## config.mk

```make
export PLATFORM = sky130hd
export DESIGN_NAME = seg7_capture
export DESIGN_NICKNAME = d
export VERILOG_FILES = /design/src/rtl/seg7_pkg.sv /design/src/rtl/seg7_lookup.sv /design/src/rtl/seg7_capture.sv
export SDC_FILE = /design/constraint.sdc
export NUM_CORES = 1
export LEC_CHECK = 0
export BUFFER_PORTS_ARGS = -buffer_cell sky130_fd_sc_hd__buf_2
export CORE_MARGIN = 8
export CORE_UTILIZATION = 50
export CTS_CLUSTER_SIZE = 8
export DETAILED_ROUTE_END_ITERATION = 8
export GPL_TIMING_DRIVEN = 0
export PLACE_DENSITY = 0.85
export SLEW_MARGIN = 20
export SYNTH_ARGS = -nofsm -noshare
export SYNTH_HDL_FRONTEND = slang
export SYNTH_SLANG_ARGS = --single-unit
```

## constraint.sdc

```tcl
create_clock -name clk -period 2.39 [get_ports clk]
set_input_delay 0.239 -clock clk [delete_from_list [all_inputs] [get_ports clk]]
set_output_delay 0.239 -clock clk [all_outputs]
set_load 0.03 [all_outputs]
```

## src/rtl/seg7_pkg.sv

```systemverilog
// ============================================================================
// seg7_pkg : shared seven-segment constants, state enum and digit-select helpers
// Rev 1.0  : initial release
// ============================================================================
`default_nettype none

package seg7_pkg;

  localparam int SEG_W = 7;
  localparam int DIG_N = 4;

  typedef enum logic [1:0] {
    ST_IDLE  = 2'd0,
    ST_CHECK = 2'd1,
    ST_HOLD  = 2'd2
  } state_t;

  // Index is the hex value; entry is the lit pattern with seg[6]=a ... seg[0]=g.
  localparam logic [SEG_W-1:0] SEG_TABLE [16] = '{
    7'h7E, 7'h30, 7'h6D, 7'h79, 7'h33, 7'h5B, 7'h5F, 7'h70,
    7'h7F, 7'h7B, 7'h77, 7'h1F, 7'h4E, 7'h3D, 7'h4F, 7'h47
  };

  function automatic logic is_onehot(input logic [DIG_N-1:0] v);
    return (v != '0) && ((v & (v - 1'b1)) == '0);
  endfunction

  function automatic logic [1:0] pos_of(input logic [DIG_N-1:0] v);
    logic [1:0] p;
    p = '0;
    for (int i = 0; i < DIG_N; i++) begin
      if (v[i]) p = 2'(i);
    end
    return p;
  endfunction

endpackage

`default_nettype wire

```

## src/rtl/seg7_lookup.sv

```systemverilog
// ============================================================================
// seg7_lookup : combinational segment pattern -> {hit, hex digit}
// Rev 1.0     : initial release
// ============================================================================
`default_nettype none

module seg7_lookup
  import seg7_pkg::*;
(
  input  logic [SEG_W-1:0] seg,
  output logic             hit,
  output logic [3:0]       digit
);

  always_comb begin
    hit   = 1'b0;
    digit = '0;
    for (int i = 0; i < 16; i++) begin
      if (seg == SEG_TABLE[i]) begin
        hit   = 1'b1;
        digit = 4'(i);
      end
    end
  end

endmodule

`default_nettype wire

```

## src/rtl/seg7_capture.sv

```systemverilog
// ============================================================================
// seg7_capture : captures multiplexed 7-seg display strobes, decodes them to hex
//                digits with a valid/ready handshake and assembles a 4-digit frame.
//                Optional glitch check enabled by SEG7_CAPTURE_DEBOUNCE_EN.
// Rev 1.0      : initial release
// ============================================================================
`default_nettype none

module seg7_capture
  import seg7_pkg::*;
(
  input  logic             clk,
  input  logic             rst_n,
  input  logic [SEG_W-1:0] seg,
  input  logic [DIG_N-1:0] dig_sel,
  input  logic             strobe,
  output logic             out_valid,
  input  logic             out_ready,
  output logic [3:0]       out_digit,
  output logic [1:0]       out_pos,
  output logic             out_err,
  output logic [15:0]      frame,
  output logic             frame_done,
  output logic             overrun
);

`ifdef SEG7_CAPTURE_DEBOUNCE_EN
  localparam state_t AFTER_STROBE = ST_CHECK;
`else
  localparam state_t AFTER_STROBE = ST_HOLD;
`endif

  state_t           state, state_nx;
  logic [SEG_W-1:0] cap_seg;
  logic [DIG_N-1:0] cap_sel;
  logic [DIG_N-1:0] mask;
  logic             load, drop, accept;
  logic             hit, sel_ok;
  logic [3:0]       lut_digit;

  seg7_lookup u_lookup (
    .seg   (cap_seg),
    .hit   (hit),
    .digit (lut_digit)
  );

  // Outputs are decoded from the captured registers, so they stay frozen in HOLD.
  assign sel_ok    = is_onehot(cap_sel);
  assign out_valid = (state == ST_HOLD);
  assign out_err   = out_valid & ~(hit & sel_ok);
  assign out_digit = hit ? lut_digit : 4'd0;
  assign out_pos   = sel_ok ? pos_of(cap_sel) : 2'd0;

  always_ff @(posedge clk) begin
    if (!rst_n) state <= ST_IDLE;
    else        state <= state_nx;
  end

  always_comb begin
    state_nx = state;
    load     = 1'b0;
    drop     = 1'b0;
    accept   = 1'b0;
    case (state)
      ST_IDLE: begin
        if (strobe) begin
          load     = 1'b1;
          state_nx = AFTER_STROBE;
        end
      end
`ifdef SEG7_CAPTURE_DEBOUNCE_EN
      ST_CHECK: begin
        if (seg != cap_seg) begin
          drop     = 1'b1;
          state_nx = ST_IDLE;
        end else begin
          state_nx = ST_HOLD;
        end
        if (strobe) drop = 1'b1;
      end
`endif
      ST_HOLD: begin
        if (out_ready) begin
          accept = 1'b1;
          // A strobe coinciding with the handshake starts the next capture directly.
          if (strobe) begin
            load     = 1'b1;
            state_nx = AFTER_STROBE;
          end else begin
            state_nx = ST_IDLE;
          end
        end else if (strobe) begin
          drop = 1'b1;
        end
      end
      default: state_nx = ST_IDLE;
    endcase
  end

  always_ff @(posedge clk) begin
    if (!rst_n) begin
      cap_seg    <= '0;
      cap_sel    <= '0;
      mask       <= '0;
      frame      <= '0;
      frame_done <= 1'b0;
      overrun    <= 1'b0;
    end else begin
      frame_done <= 1'b0;
      overrun    <= drop;
      if (load) begin
        cap_seg <= seg;
        cap_sel <= dig_sel;
      end
      if (accept && !out_err) begin
        frame[{out_pos, 2'b00} +: 4] <= out_digit;
        if ((mask | cap_sel) == 4'hF) begin
          mask       <= '0;
          frame_done <= 1'b1;
        end else begin
          mask <= mask | cap_sel;
        end
      end
    end
  end

endmodule

`default_nettype wire

```

==> results.py <==
metrics = {
    "die": {
        "ios": 41,
        "die_h_um": 74.9,
        "num_rows": 21,
        "die-area_um2": 5610,
        "chipWidth_um": 74.9,
        "coreArea_um2": 3340,
        "initial_core_util_pct": 51.9,
    },
    "worst_setup_path": {
        "required_ns": 2.15,
        "cp_common_cell": "buf_6",
        "start_kind": "flip-flop",
        "end_kind": "output pin",
        "crit_type": "flip-flop to output pin",
        "slowest_delay_ns": 0.50,
        "crit_slowest_cell": "or4_4",
        "cp.buffers_inverters": 3,
        "arrival_ns": 2.13,
        "crit_chain": "buf_6 > nand3b_4 > or4_4 > o221a_4 > a31oi_4 > buf_6 > nor2b_1 > buf_4",
        "worstPathMaxFanout": 8,
        "cp_top_family": "simple AND/OR/NAND/NOR gates",
    },
    "placement": {
        "gp_congestion": 0.846,
        "port_buffers": 39,
        "hpwl_um": 3000,
        "pre_cts_ws_ns": -0.0361,
    },
    "drt": {
        "drtAntennaViolNets": 0,
        "post_drt_wl_per_cell_um": 13.9,
        "dr_total_vias": 1602,
        "drt-initial-drc-count": 66,
        "routed_wl_um": 4060,
        "first_pass_iters": 4,
        "drcViolationCount": 0,
        "viasPerCell": 5.49,
    },
    "power_and_ir_drop": {
        "power_leakage_nw": 0.966,
        "vdd_drop_max_uv": 306,
        "power.density_nw_per_um2": 531,
    },
    "cts": {
        "cts-root-buf": "clkbuf_4",
        "insertion_delay_ns": 0.35,
        "cts.sinks": 34,
        "cts_made_buffers": 5,
        "path_clk_slew_ns": 0.10,
        "cts_tree": "built",
        "cts_max_level": 2,
        "clockBufferDepth": 2,
    },
    "cells_and_area": {
        "nets": 264,
        "area_delta_synth_final_pct": 20.9,
        "antennaDiodeCount": 0,
        "drive_gt1_share_pct": 28.5,
        "fillers": 309,
    },
    "grt": {
        "antenna_found_initial": 0,
        "grt_pass1_wl_um": 6540,
        "grt_max_degree": 11,
        "use_met3_pct": 6.13,
        "grt_use_met1_pct": 18.0,
        "gr-max-usage-layer": "met2",
        "overflow": 0,
        "track_usage_pct": 15.0,
        "first_global_vias": 1457,
        "met2_usage_pct": 23.2,
    },
    "logic_synthesis": {
        "syn_inst": 197,
        "yosysWarnings": 0,
        "netlist.area_leader.share_pct": 39.3,
        "ys_top_cells_by_count": "dfxtp_1, nand2_1, nor2_1",
        "synth_cell_types": 43,
        "synth_area_leaders": "dfxtp_1, mux2i_1, o22ai_1",
        "ys_seq_area_share_pct": 39.3,
        "async_flop_share_pct": 0,
        "synth_edf_count": 0,
        "syn_area_um2": 1730,
        "ys_ff_latch": 34,
        "syn_avg_cell_area_um2": 8.80,
        "syn_nets": 216,
        "yosysMostFrequentCell": "dfxtp_1",
        "synth_top_area_cell": "dfxtp_1",
        "synth_top_flop_cell": "dfxtp_1",
    },
    "timing": {
        "max_freq_ghz": 0.423,
        "worstMarginPinSlew_ns": 0.702,
        "setup_viol": 0,
        "slew_headroom_pct": 53.2,
        "fin_crit_ns": 2.37,
        "setup-tns-final_ns": 0,
        "hold-worst-slack_ns": 0.125,
        "worst_slack_ns": 0.0247,
        "period_share_pct": 99.0,
        "hold_violations": 0,
        "rsz0062_at_grt": "yes",
        "maxSlewViolCount": 0,
        "finClkSkew_ns": 0.0118,
    },
    "hold_path": {
        "hold_class": "primary input to flip-flop",
    },
    "flow_run": {
        "drv_cap": 0,
    },
    "run_status": {
        "status": "complete, no violations",
    },
}
-- report_power, final --
group | switching [mW] | internal [mW] | total [mW]
clock | 0.195 | 0.142 | 0.337
combinational | 0.115 | 0.0699 | 0.185
sequential | 0.0108 | 0.579 | 0.590
total | 0.321 | 0.792 | 1.11
-- kinds of logic (layout without fill, tap and decap cells) --
| kind of cell | count (synthesis) | count (layout) | share of synthesized area, % |
|---|---|---|---|
| and+or+nand+nor | 75 | 75 | 23.5 |
| buffers and inverters | 27 | 76 | 7.22 |
| AOI/OAI and AO/OA | 43 | 43 | 19.2 |
| DFF | 34 | 34 | 39.3 |
| xor gates and xnor gates | 3 | 3 | 1.52 |
| adders and majority gates | 4 | 4 | 2.89 |
| muxes | 11 | 11 | 6.35 |
-- layout by cell type (no fill, tap or decap), drive strengths merged, types with 2 or more instances in the layout --
cell and instances:
or3 2, clkinv 2, o21a 2, nor3b 5, a21oi 2, nor2b 3
o2bb2ai 5, nor2 19, nand4 4, dfxtp 34, xnor2 3, inv 10
buf 53, and3 4, o22ai 13, clkbuf 11, nor3 5, nor4 2
nand2 20, nand3 5, a22oi 2, ha 4, nand2b 2, mux2i 11
o211ai 2, a31oi 10
-- state kept, by name, indices dropped and copies added, names as in the netlist --
signal	count
frame	16
cap_seg	7
cap_sel	4
mask	4
frame_done	1
overrun	1
state	1
-- worst register-to-register path, delay by kind of cell, from the launching register on --
| kind | cells | cell delay, ns |
|---|---|---|
| AOI/OAI and AO/OA | 6 | 1.31 |
| buffers and inverters | 3 | 0.48 |
| DFF | 1 | 0.32 |
-- worst paths after layout --
check / from / end / slack, ns / cells after the start
max: cap_seg[1]$_SDFFE_PN0P_ / out_err / 0.02 / 8
min: seg[0] / cap_seg[0]$_SDFFE_PN0P_ / 0.12 / 3
max reg2reg: cap_seg[2]$_SDFFE_PN0P_ / frame[2]$_SDFFE_PN0P_ / 0.21 / 9
min reg2reg: frame[11]$_SDFFE_PN0P_ / frame[11]$_SDFFE_PN0P_ / 0.47 / 2
-- layout make-up --
class / instances / area, um2 / share of cell area [%]
Tap cell: 46 / 57.6 / 2.75
Inverter: 11 / 41.3 / 1.97
Sequential cell: 34 / 681 / 32.5
Buffer: 14 / 78.8 / 3.76
Clock buffer: 7 / 55.1 / 2.63
Clock inverter: 1 / 5.00 / 0.239
Timing Repair Buffer: 43 / 228 / 10.9
Multi-Input combinational cell: 136 / 950 / 45.3
-- timing repair --
action,in CTS,in global routing
gates resized for setup,3,3
hold buffers,0,0
buffers inserted,0,4
cloned,0,0
setup endpoints to repair,5,6
pin swaps,1,0
-- routing by layer --
layer / wire length [um] / part of all wire [%] / vias up
li1: - / - / 803
met1: 1750 / 43 / 741
met2: 1900 / 47 / 51
met3: 358 / 8.8 / 7
met4: 53 / 1.3 / 0
met5: 0 / 0 / -
-- through the flow --
step	power [mW]	area, um2	std cells	utilization, %
2_1_floorplan	0.737	1730	197	-
3_3_place_gp	0.777	1990	282	59.5
3_5_place_dp	0.781	1990	282	59.5
4_1_cts	1.12	2060	290	61.6
5_1_grt	1.17	2100	292	62.8
6_report	1.11	2100	292	62.8
No activity file was read; power rests on OpenSTA's default activity.
